<file path="src/rtl/pipe_hazard_controller_pkg.sv">
// Shared encodings for the pipeline hazard controller: MIPS opcode/funct
// values, next-PC / ALU / writeback select codes, debug FSM states and
// forward-select codes, plus the decoded-control bundle type.
//
// Optional feature macro used by the design files: HAZARD_FORWARD_EN.
package pipe_hazard_controller_pkg;

  localparam logic [5:0] OP_RTYPE = 6'h00;
  localparam logic [5:0] OP_J     = 6'h02;
  localparam logic [5:0] OP_JAL   = 6'h03;
  localparam logic [5:0] OP_BEQ   = 6'h04;
  localparam logic [5:0] OP_BNE   = 6'h05;
  localparam logic [5:0] OP_ADDI  = 6'h08;
  localparam logic [5:0] OP_ANDI  = 6'h0C;
  localparam logic [5:0] OP_ORI   = 6'h0D;
  localparam logic [5:0] OP_LW    = 6'h23;
  localparam logic [5:0] OP_SW    = 6'h2B;

  localparam logic [5:0] FUNCT_JR  = 6'h08;
  localparam logic [5:0] FUNCT_ADD = 6'h20;
  localparam logic [5:0] FUNCT_SUB = 6'h22;
  localparam logic [5:0] FUNCT_AND = 6'h24;
  localparam logic [5:0] FUNCT_OR  = 6'h25;
  localparam logic [5:0] FUNCT_SLT = 6'h2A;

  localparam logic [2:0] PC_NEXT = 3'd0;
  localparam logic [2:0] PC_JUMP = 3'd1;
  localparam logic [2:0] PC_JR   = 3'd2;
  localparam logic [2:0] PC_BEQ  = 3'd3;
  localparam logic [2:0] PC_BNE  = 3'd4;

  localparam logic [1:0] EXE_A_RS   = 2'd0;
  localparam logic [1:0] EXE_A_LINK = 2'd1;
  localparam logic [1:0] EXE_B_RT   = 2'd0;
  localparam logic [1:0] EXE_B_IMM  = 2'd1;
  localparam logic [1:0] EXE_B_LINK = 2'd2;

  localparam logic [3:0] EXE_ALU_ADD = 4'd0;
  localparam logic [3:0] EXE_ALU_SUB = 4'd1;
  localparam logic [3:0] EXE_ALU_AND = 4'd2;
  localparam logic [3:0] EXE_ALU_OR  = 4'd3;
  localparam logic [3:0] EXE_ALU_SLT = 4'd4;

  localparam logic [1:0] WB_ADDR_RD   = 2'd0;
  localparam logic [1:0] WB_ADDR_RT   = 2'd1;
  localparam logic [1:0] WB_ADDR_LINK = 2'd2;
  localparam logic       WB_DATA_ALU  = 1'b0;
  localparam logic       WB_DATA_MEM  = 1'b1;

  localparam logic [1:0] DBG_RUN  = 2'd0;
  localparam logic [1:0] DBG_HALT = 2'd1;
  localparam logic [1:0] DBG_STEP = 2'd2;

  localparam logic [1:0] FWD_REG = 2'd0;
  localparam logic [1:0] FWD_EXE = 2'd1;
  localparam logic [1:0] FWD_MEM = 2'd2;

  typedef struct packed {
    logic [2:0] pc_src;
    logic       imm_ext;
    logic [1:0] exe_a_src;
    logic [1:0] exe_b_src;
    logic [3:0] exe_alu_oper;
    logic       mem_ren;
    logic       mem_wen;
    logic [1:0] wb_addr_src;
    logic       wb_data_src;
    logic       wb_wen;
    logic       unrecognized;
    logic       rs_used;
    logic       rt_used;
    logic       is_jump;
  } ctrl_t;

endpackage

</file>
<file path="src/rtl/pipe_hazard_controller_scoreboard.sv">
// hazard_scoreboard: shift register of in-flight destinations after ID
// (index 0 = EXE, 1 = MEM, PIPE_DEPTH-1 = WB) plus RAW match logic.
//
// Ports
//   clk, rst          clock, synchronous active-high reset (clears all entries)
//   shift_en          advance the pipeline by one stage
//   load_bubble       entry 0 receives an empty slot instead of ID's destination
//   ld_valid/ld_waddr/ld_is_load   ID-stage destination being issued
//   rs_addr/rt_addr, rs_used/rt_used   ID-stage sources
//   stall             a used source must wait
//   fwd_a/fwd_b       forward select for rs/rt (FWD_* codes)
//
// Macro HAZARD_FORWARD_EN: stall only on load-use, forward EXE/MEM results.
module hazard_scoreboard
  import pipe_hazard_controller_pkg::*;
#(
  parameter int PIPE_DEPTH = 3,
  parameter int REG_AW     = 5
) (
  input  logic              clk,
  input  logic              rst,
  input  logic              shift_en,
  input  logic              load_bubble,
  input  logic              ld_valid,
  input  logic [REG_AW-1:0] ld_waddr,
  input  logic              ld_is_load,
  input  logic [REG_AW-1:0] rs_addr,
  input  logic [REG_AW-1:0] rt_addr,
  input  logic              rs_used,
  input  logic              rt_used,
  output logic              stall,
  output logic [1:0]        fwd_a,
  output logic [1:0]        fwd_b
);

  logic [PIPE_DEPTH-1:0]             valid_q;
  logic [PIPE_DEPTH-1:0]             is_load_q;
  logic [PIPE_DEPTH-1:0][REG_AW-1:0] waddr_q;
  logic [REG_AW-1:0]                 ent_waddr;
  logic                              ent_valid;
  logic                              ent_is_load;

  assign ent_valid   = ld_valid & ~load_bubble;
  assign ent_is_load = ld_is_load & ent_valid;
  assign ent_waddr   = ent_valid ? ld_waddr : '0;

  always_ff @(posedge clk) begin
    if (rst) begin
      valid_q   <= '0;
      is_load_q <= '0;
      waddr_q   <= '0;
    end else if (shift_en) begin
      valid_q   <= {valid_q[PIPE_DEPTH-2:0], ent_valid};
      is_load_q <= {is_load_q[PIPE_DEPTH-2:0], ent_is_load};
      waddr_q   <= {waddr_q[PIPE_DEPTH-2:0], ent_waddr};
    end
  end

  // The WB slot is kept for visibility only: the regfile is write-first,
  // so a reader in ID already sees that value.
  logic [PIPE_DEPTH+REG_AW:0] unused_wb_slot;
  assign unused_wb_slot = {valid_q[PIPE_DEPTH-1], waddr_q[PIPE_DEPTH-1], is_load_q};

  // Returns {stall, fwd}. The loop runs oldest-to-youngest so the nearest
  // producer wins; PIPE_DEPTH-1 doubles as "no match".
  function automatic logic [2:0] resolve(input logic used, input logic [REG_AW-1:0] addr);
    int         near;
    logic       stl;
    logic [1:0] fwd;
    near = PIPE_DEPTH - 1;
    for (int i = PIPE_DEPTH - 2; i >= 0; i--) begin
      if (used && addr != '0 && valid_q[i] && waddr_q[i] == addr) near = i;
    end
`ifdef HAZARD_FORWARD_EN
    // Load data exists only after MEM; producers older than MEM (deep
    // pipelines) have no bypass path and still interlock.
    stl = (near == 0 && is_load_q[0]) || (near >= 2 && near < PIPE_DEPTH - 1);
    if (stl || near == PIPE_DEPTH - 1) fwd = FWD_REG;
    else if (near == 0)                fwd = FWD_EXE;
    else                               fwd = FWD_MEM;
`else
    stl = (near != PIPE_DEPTH - 1);
    fwd = FWD_REG;
`endif
    return {stl, fwd};
  endfunction

  logic [2:0] res_a, res_b;

  always_comb begin
    res_a = resolve(rs_used, rs_addr);
    res_b = resolve(rt_used, rt_addr);
  end

  assign stall = res_a[2] | res_b[2];
  assign fwd_a = res_a[1:0];
  assign fwd_b = res_b[1:0];

endmodule

</file>
<file path="src/rtl/pipe_hazard_controller.sv">
// pipe_hazard_controller: ID-stage decode for the 5-stage MIPS pipeline,
// RAW hazard interlock via an in-flight scoreboard, stall/flush generation
// and a halt/step debug FSM that gates the whole datapath.
//
// Ports
//   clk, rst              clock, synchronous active-high reset
//   inst, inst_valid      ID-stage instruction and its valid flag
//   branch_taken          EXE-stage branch resolved taken
//   debug_en, debug_step, debug_steps   halt request, step request, step length
//   pc_src..unrecognized  decoded datapath controls (wb_wen squashed on stall/flush)
//   if_en, id_en          stage register enables
//   if_flush, id_flush    load a bubble into IF/ID, ID/EXE
//   fwd_a, fwd_b          operand forward selects
//   cpu_rst, cpu_en       datapath reset and global enable
//   dbg_state             debug FSM state
//
// Macro HAZARD_FORWARD_EN: forwarding with load-use stall only; otherwise
// full interlock and fwd_a/fwd_b stay 0.
//
// Debug FSM
//   state | meaning
//   RUN   | free running, cpu_en=1
//   HALT  | datapath frozen, cpu_en=0, waits for a step edge
//   STEP  | runs cnt cycles then returns to HALT (or RUN if debug_en dropped)
module pipe_hazard_controller
  import pipe_hazard_controller_pkg::*;
#(
  parameter int PIPE_DEPTH = 3,
  parameter int REG_AW     = 5,
  parameter int STEP_CW    = 8
) (
  input  logic               clk,
  input  logic               rst,
  input  logic [31:0]        inst,
  input  logic               inst_valid,
  input  logic               branch_taken,
  input  logic               debug_en,
  input  logic               debug_step,
  input  logic [STEP_CW-1:0] debug_steps,
  output logic [2:0]         pc_src,
  output logic               imm_ext,
  output logic [1:0]         exe_a_src,
  output logic [1:0]         exe_b_src,
  output logic [3:0]         exe_alu_oper,
  output logic               mem_ren,
  output logic               mem_wen,
  output logic [1:0]         wb_addr_src,
  output logic               wb_data_src,
  output logic               wb_wen,
  output logic               unrecognized,
  output logic               if_en,
  output logic               id_en,
  output logic               if_flush,
  output logic               id_flush,
  output logic [1:0]         fwd_a,
  output logic [1:0]         fwd_b,
  output logic               cpu_rst,
  output logic               cpu_en,
  output logic [1:0]         dbg_state
);

  logic [5:0] opcode, funct;
  ctrl_t      c;

  assign opcode = inst[31:26];
  assign funct  = inst[5:0];

  logic [4:0] unused_shamt;
  assign unused_shamt = inst[10:6];

  always_comb begin
    c              = '0;
    c.pc_src       = PC_NEXT;
    c.exe_a_src    = EXE_A_RS;
    c.exe_b_src    = EXE_B_RT;
    c.exe_alu_oper = EXE_ALU_ADD;
    c.wb_addr_src  = WB_ADDR_RD;
    c.wb_data_src  = WB_DATA_ALU;
    case (opcode)
      OP_RTYPE: begin
        c.rs_used = 1'b1;
        case (funct)
          FUNCT_JR: begin
            c.pc_src  = PC_JR;
            c.is_jump = 1'b1;
          end
          FUNCT_ADD, FUNCT_SUB, FUNCT_AND, FUNCT_OR, FUNCT_SLT: begin
            c.rt_used = 1'b1;
            c.wb_wen  = 1'b1;
            case (funct)
              FUNCT_SUB: c.exe_alu_oper = EXE_ALU_SUB;
              FUNCT_AND: c.exe_alu_oper = EXE_ALU_AND;
              FUNCT_OR:  c.exe_alu_oper = EXE_ALU_OR;
              FUNCT_SLT: c.exe_alu_oper = EXE_ALU_SLT;
              default:   c.exe_alu_oper = EXE_ALU_ADD;
            endcase
          end
          default: begin
            c.rs_used      = 1'b0;
            c.unrecognized = 1'b1;
          end
        endcase
      end
      OP_J: begin
        c.pc_src  = PC_JUMP;
        c.is_jump = 1'b1;
      end
      OP_JAL: begin
        // Link value is computed in EXE as pc + 4.
        c.pc_src      = PC_JUMP;
        c.is_jump     = 1'b1;
        c.exe_a_src   = EXE_A_LINK;
        c.exe_b_src   = EXE_B_LINK;
        c.wb_addr_src = WB_ADDR_LINK;
        c.wb_wen      = 1'b1;
      end
      OP_BEQ, OP_BNE: begin
        c.pc_src       = (opcode == OP_BEQ) ? PC_BEQ : PC_BNE;
        c.imm_ext      = 1'b1;
        c.exe_alu_oper = EXE_ALU_SUB;
        c.rs_used      = 1'b1;
        c.rt_used      = 1'b1;
      end
      OP_ADDI, OP_ANDI, OP_ORI: begin
        c.imm_ext      = (opcode == OP_ADDI);
        c.exe_b_src    = EXE_B_IMM;
        c.exe_alu_oper = (opcode == OP_ADDI) ? EXE_ALU_ADD :
                         (opcode == OP_ANDI) ? EXE_ALU_AND : EXE_ALU_OR;
        c.wb_addr_src  = WB_ADDR_RT;
        c.wb_wen       = 1'b1;
        c.rs_used      = 1'b1;
      end
      OP_LW: begin
        c.imm_ext     = 1'b1;
        c.exe_b_src   = EXE_B_IMM;
        c.mem_ren     = 1'b1;
        c.wb_addr_src = WB_ADDR_RT;
        c.wb_data_src = WB_DATA_MEM;
        c.wb_wen      = 1'b1;
        c.rs_used     = 1'b1;
      end
      OP_SW: begin
        c.imm_ext   = 1'b1;
        c.exe_b_src = EXE_B_IMM;
        c.mem_wen   = 1'b1;
        c.rs_used   = 1'b1;
        c.rt_used   = 1'b1;
      end
      default: c.unrecognized = 1'b1;
    endcase
  end

  logic [REG_AW-1:0] dec_waddr;

  always_comb begin
    case (c.wb_addr_src)
      WB_ADDR_RT:   dec_waddr = REG_AW'(inst[20:16]);
      WB_ADDR_LINK: dec_waddr = REG_AW'(5'd31);
      default:      dec_waddr = REG_AW'(inst[15:11]);
    endcase
  end

  // Debug FSM
  logic [1:0]         dbg_q, dbg_d;
  logic [STEP_CW-1:0] cnt_q, cnt_d;
  logic               step_prev_q;
  logic               step_rise;

  assign step_rise = debug_step & ~step_prev_q;

  always_comb begin
    dbg_d = dbg_q;
    cnt_d = cnt_q;
    case (dbg_q)
      DBG_RUN: if (debug_en) dbg_d = DBG_HALT;
      DBG_HALT: begin
        if (!debug_en) begin
          dbg_d = DBG_RUN;
        end else if (step_rise) begin
          dbg_d = DBG_STEP;
          cnt_d = (debug_steps == '0) ? STEP_CW'(1) : debug_steps;
        end
      end
      DBG_STEP: begin
        cnt_d = cnt_q - STEP_CW'(1);
        // <= also catches a zero count, which cannot be loaded but must not hang.
        if (cnt_q <= STEP_CW'(1)) dbg_d = debug_en ? DBG_HALT : DBG_RUN;
      end
      default: dbg_d = DBG_RUN;
    endcase
  end

  always_ff @(posedge clk) begin
    if (rst) begin
      dbg_q       <= DBG_RUN;
      cnt_q       <= '0;
      step_prev_q <= 1'b0;
    end else begin
      dbg_q       <= dbg_d;
      cnt_q       <= cnt_d;
      step_prev_q <= debug_step;
    end
  end

  assign dbg_state = dbg_q;
  assign cpu_en    = (dbg_q != DBG_HALT);
  assign cpu_rst   = rst;

  // Hazard scoreboard and pipeline control
  logic       sb_stall;
  logic [1:0] sb_fwd_a, sb_fwd_b;
  logic       act;
  logic       stall_eff;

  hazard_scoreboard #(
    .PIPE_DEPTH (PIPE_DEPTH),
    .REG_AW     (REG_AW)
  ) u_scoreboard (
    .clk         (clk),
    .rst         (rst),
    .shift_en    (cpu_en),
    .load_bubble (id_flush),
    .ld_valid    (inst_valid & c.wb_wen & (dec_waddr != '0)),
    .ld_waddr    (dec_waddr),
    .ld_is_load  (c.mem_ren),
    .rs_addr     (REG_AW'(inst[25:21])),
    .rt_addr     (REG_AW'(inst[20:16])),
    .rs_used     (inst_valid & c.rs_used),
    .rt_used     (inst_valid & c.rt_used),
    .stall       (sb_stall),
    .fwd_a       (sb_fwd_a),
    .fwd_b       (sb_fwd_b)
  );

  // A taken branch squashes the ID instruction anyway, so it overrides a stall.
  assign act       = cpu_en & ~rst;
  assign stall_eff = act & sb_stall & ~branch_taken;

  assign if_en    = cpu_en & ~stall_eff;
  assign id_en    = cpu_en;
  assign if_flush = act & (branch_taken | (c.is_jump & inst_valid & ~stall_eff));
  assign id_flush = act & (branch_taken | stall_eff);
  assign fwd_a    = rst ? FWD_REG : sb_fwd_a;
  assign fwd_b    = rst ? FWD_REG : sb_fwd_b;

  assign pc_src       = c.pc_src;
  assign imm_ext      = c.imm_ext;
  assign exe_a_src    = c.exe_a_src;
  assign exe_b_src    = c.exe_b_src;
  assign exe_alu_oper = c.exe_alu_oper;
  assign mem_ren      = c.mem_ren;
  assign mem_wen      = c.mem_wen;
  assign wb_addr_src  = c.wb_addr_src;
  assign wb_data_src  = c.wb_data_src;
  assign wb_wen       = c.wb_wen & ~id_flush;
  assign unrecognized = c.unrecognized;

endmodule

</file>
<file path="config.mk">
export PLATFORM = sky130hd
export DESIGN_NAME = pipe_hazard_controller
export DESIGN_NICKNAME = d
export VERILOG_FILES = /design/src/rtl/pipe_hazard_controller_pkg.sv /design/src/rtl/pipe_hazard_controller_scoreboard.sv /design/src/rtl/pipe_hazard_controller.sv
export SDC_FILE = /design/constraint.sdc
export NUM_CORES = 1
export LEC_CHECK = 0
export CORE_ASPECT_RATIO = 0.5
export CORE_MARGIN = 4
export CORE_UTILIZATION = 40
export CTS_CLUSTER_SIZE = 30
export DETAILED_ROUTE_END_ITERATION = 10
export PLACE_DENSITY_LB_ADDON = 0.3
export SLEW_MARGIN = 25
export SYNTH_ARGS = -nofsm -noshare
export SYNTH_HDL_FRONTEND = slang
export SYNTH_SLANG_ARGS = --single-unit
</file>
<file path="constraint.sdc">
create_clock -name clk -period 2.3 [get_ports clk]
set_input_delay 0.575 -clock clk [delete_from_list [all_inputs] [get_ports clk]]
set_output_delay 0.575 -clock clk [all_outputs]
set_load 0.02 [all_outputs]
</file>
==> run_results.csv <==
group,metric,value,unit
routing,antenna_left,0,
critical_path,criticalPathCategory,"in -> out",
run_status,violations,"negative setup slack",
timing,setup_violations,15,
critical_path,cp.required,1.73,ns
final_layout,num-fill-cells,268,
final_layout,seqCellArea,460,um2
critical_path,crit-reg2reg-launch,"u_scoreboard.waddr_q[0]",
power,combPwrFrac,0.405,
power,p_int,0.000748,W
synthesis,synth_xor_area_frac,0.0864,
floorplan,die_h,58.4,um
synthesis,ys.warnings.count,0,
global_route,first_global_vias,2689,
clock_tree,insertion_delay,0.26,ns
run_status,run_status,"finished, violations left",
synthesis,synth_compound_area_frac,0.221,
routing,firstDrtPassIters,5,
critical_path,reg2reg_slack,0.53,ns
critical_path,critical-path-top-delay-family,"compound AO/OA/AOI/OAI gates",
final_layout,antenna_cells,0,
clock_tree,path_clk_slew,0.08,ns
timing,whs,0.481,ns
synthesis,synthMuxAreaShare,0,
final_layout,multi_input_area,0.00177,mm2
power,p_sw,0.000350,W
timing,min_period_over_period,1.15,
timing,period_needed,2.64,ns
place,dp.cells,437,
synthesis,synthTopCellsByCount,"36 x nand2_1, 25 x a21oi_1, 23 x dfxtp_1, 20 x xnor2_1, 12 x nor2_1",
place,place_area,0.00312,mm2
synthesis,synthAdderAreaFrac,0.0308,
global_route,antenna_found_initial,0,
clock_tree,clock_sinks,23,
final_layout,drive_gt1_frac,0.487,
routing,drt_iter0_drc,191,
global_route,grt_overflow_total,0,
clock_tree,clock_tree.root_cell,"clkbuf_8",
routing,drc,0,
place,place_ws,-1.32,ns
synthesis,synth_seq_cells,23,
synthesis,synth_area_leaders,"dfxtp_1 23%, xnor2_1 8.6%, nand2_1 6.7%",
timing,tns,-1.88,ns
critical_path,worstSetupEndpointType,"output port",
synthesis,synthArstFlopShare,0,
routing,viasPerCell,5.74,
floorplan,ios,77,
timing,slew_violations,0,
timing,fmax,0.379,GHz
critical_path,path_buf_inv,2,
floorplan,rows,17,
worst_hold_path,hp-start,"cnt_q[7]",
synthesis,syn_area,0.00203,mm2
timing,setup_ws,-0.342,ns
clock_tree,clock_path_buffers,2,
worst_hold_path,min_path_type,"reg -> reg",
critical_path,r2r_end,"u_scoreboard.waddr_q[2]",
power,clockPowerShare,0.218,
final_layout,finalNetCount,444,
worst_hold_path,hold_depth,1,
worst_hold_path,min_delay_worst_endpoint,"cnt_q[7]",
power,p_sw_frac,0.319,
floorplan,coreArea,0.00464,mm2
timing,rsz0062_at_grt,"true",
critical_path,start_kind,"input port",
synthesis,synth_edf_count,0,
synthesis,synth_top_family_by_area,"simple AND/OR/NAND/NOR gates",
critical_path,critical_path.max_stage_delay,0.24,ns
synthesis,synthFlopType,"dfxtp_1",
power,p_leak,1.41,nW
power,pwr-share-seq,0.377,
critical_path,cp_max_fo,4,
synthesis,yosys.area.top_type,"dfxtp_1",
final_layout,final_cells,458,
synthesis,synthSimpleGateAreaFrac,0.342,
place,hpwlAfterDp,5160,um
routing,wl_per_cell,18.8,um
timing,finalHoldViolations,0,
routing,vias,2630,
timing,finClkSkew,0.00611,ns
power,ir_drop,0.300,mV
critical_path,path_cells,"clkdlybuf4s15_1 > xnor2_1 > nand4_1 > o22ai_2 > o2111ai_4 > a211oi_2 > nor2_1 > buf_2",
global_route,grt_first_pass_wirelength,12300,um
place,gp_congestion,0.896,
clock_tree,numCtsBuffers,3,
final_layout,syn2layout_area_growth,80.0,%
place,port_buffers,65,
critical_path,cp_slowest_cell,"clkdlybuf4s15_1",
clock_tree,cts_hold_buf,0,
synthesis,synth_top_area_frac,0.227,
synthesis,netlist_instances,261,
floorplan,die_w,109,um
floorplan,start_util,0.437,
synthesis,synth.distinct_cells,59,
critical_path,worstPathArrival,2.07,ns
floorplan,die_area,0.00634,mm2
global_route,grt_max_degree,18,
synthesis,yosysSeqAreaShare,0.227,
critical_path,crit_start,"inst[23]",
global_route,gr-usage-all-layers,0.238,
critical_path,r2r_cells,7,
routing,routed_wl,8620,um
job,maxCapViolCount,0,
clock_tree,cts-htree-levels,1,
power,power_density,301,mW/mm2
synthesis,yosysMostFrequentCell,"nand2_1",
clock_tree,cts_tree,"done",
synthesis,avgSynthCellArea,7.77,um2
final_layout,fin_area,0.00365,mm2
[flip-flops by register name, indices dropped and copies added, names as in the netlist]
register              flops
step_prev_q               1
u_scoreboard.valid_q      2
u_scoreboard.waddr_q     10
cnt_q                     8
dbg_state                 2
[per-layer routing]
layer / part of all wire / track usage
met5: 0 / 0
met3: 0.096 / 0.0438
met4: 0.030 / 0.104
met2: 0.48 / 0.453
met1: 0.39 / 0.262
[cell families after synthesis]
| group | count (synthesis) |
|---|---|
| AOI/OAI and AO/OA | 62 |
| xor gates and xnor gates | 20 |
| adders and majority gates | 5 |
| buffers and inverters | 29 |
| DFF | 23 |
| other | 1 |
| and+or+nand+nor | 121 |
[final cells by class]
class | count | area share
clock buffer | 3 | 0.0113
clock inverter | 1 | 0.00137
inverter | 11 | 0.0130
multi-input combinational | 214 | 0.485
sequential | 23 | 0.126
tap | 66 | 0.0226
timing repair buffer | 140 | 0.341
[worst max-delay path by stage]
stage	endpoint	slack, ns	cells past startpoint
2_1_floorplan	if_flush	-0.11	5
3_3_place_gp	if_en	-1.23	8
3_5_place_dp	id_flush	-1.32	7
4_1_cts	if_flush	-0.36	7
5_1_grt	if_en	-0.48	8
6_report	if_en	-0.34	8
[worst register-to-register path, stage by stage (launching register included)]
cell	delay, ns
dfxtp_1	0.47
xnor2_1	0.16
nand4_1	0.17
o22ai_2	0.24
o2111ai_4	0.21
buf_4	0.20
nand3_4	0.13
o31ai_2	0.09
[through the flow]
| step | util | power, W |
|---|---|---|
| after floorplan | - | 0.000590 |
| after global placement | 0.674 | 0.000763 |
| after detailed placement | 0.674 | 0.000774 |
| after CTS | 0.735 | 0.00105 |
| after global routing | 0.787 | 0.00115 |
| final | 0.787 | 0.00110 |
[repair_timing]
action                                 4_1_cts  5_1_grt
endpoints found under the hold margin        0        0
buffers inserted                             8       14
setup endpoints to repair                   27       24
pin swaps                                   36       19
gates resized for setup                    226       55
gates cloned                                 0        0
[power groups by stage]
stage               registers, W  logic [W]  clock network [W]
finish                  0.000414   0.000444           0.000240
global placement        0.000422   0.000341                  0
floorplan               0.000423   0.000167                  0
CTS                     0.000413   0.000385           0.000247
detailed placement      0.000423   0.000351                  0
global route            0.000415   0.000467           0.000269
[cells in the final DEF, fill, tap and decap left out, types with 8 or more instances in the layout]
cell              n
a21oi_1          19
nor3_1            8
clkdlybuf4s50_1  22
buf_6            22
dfxtp_1          23
nor2_4            8
xnor2_1          17
buf_2             8
nand2_1          34
nand3_1           9
buf_4            68
Power figures use the tool's default switching activity.
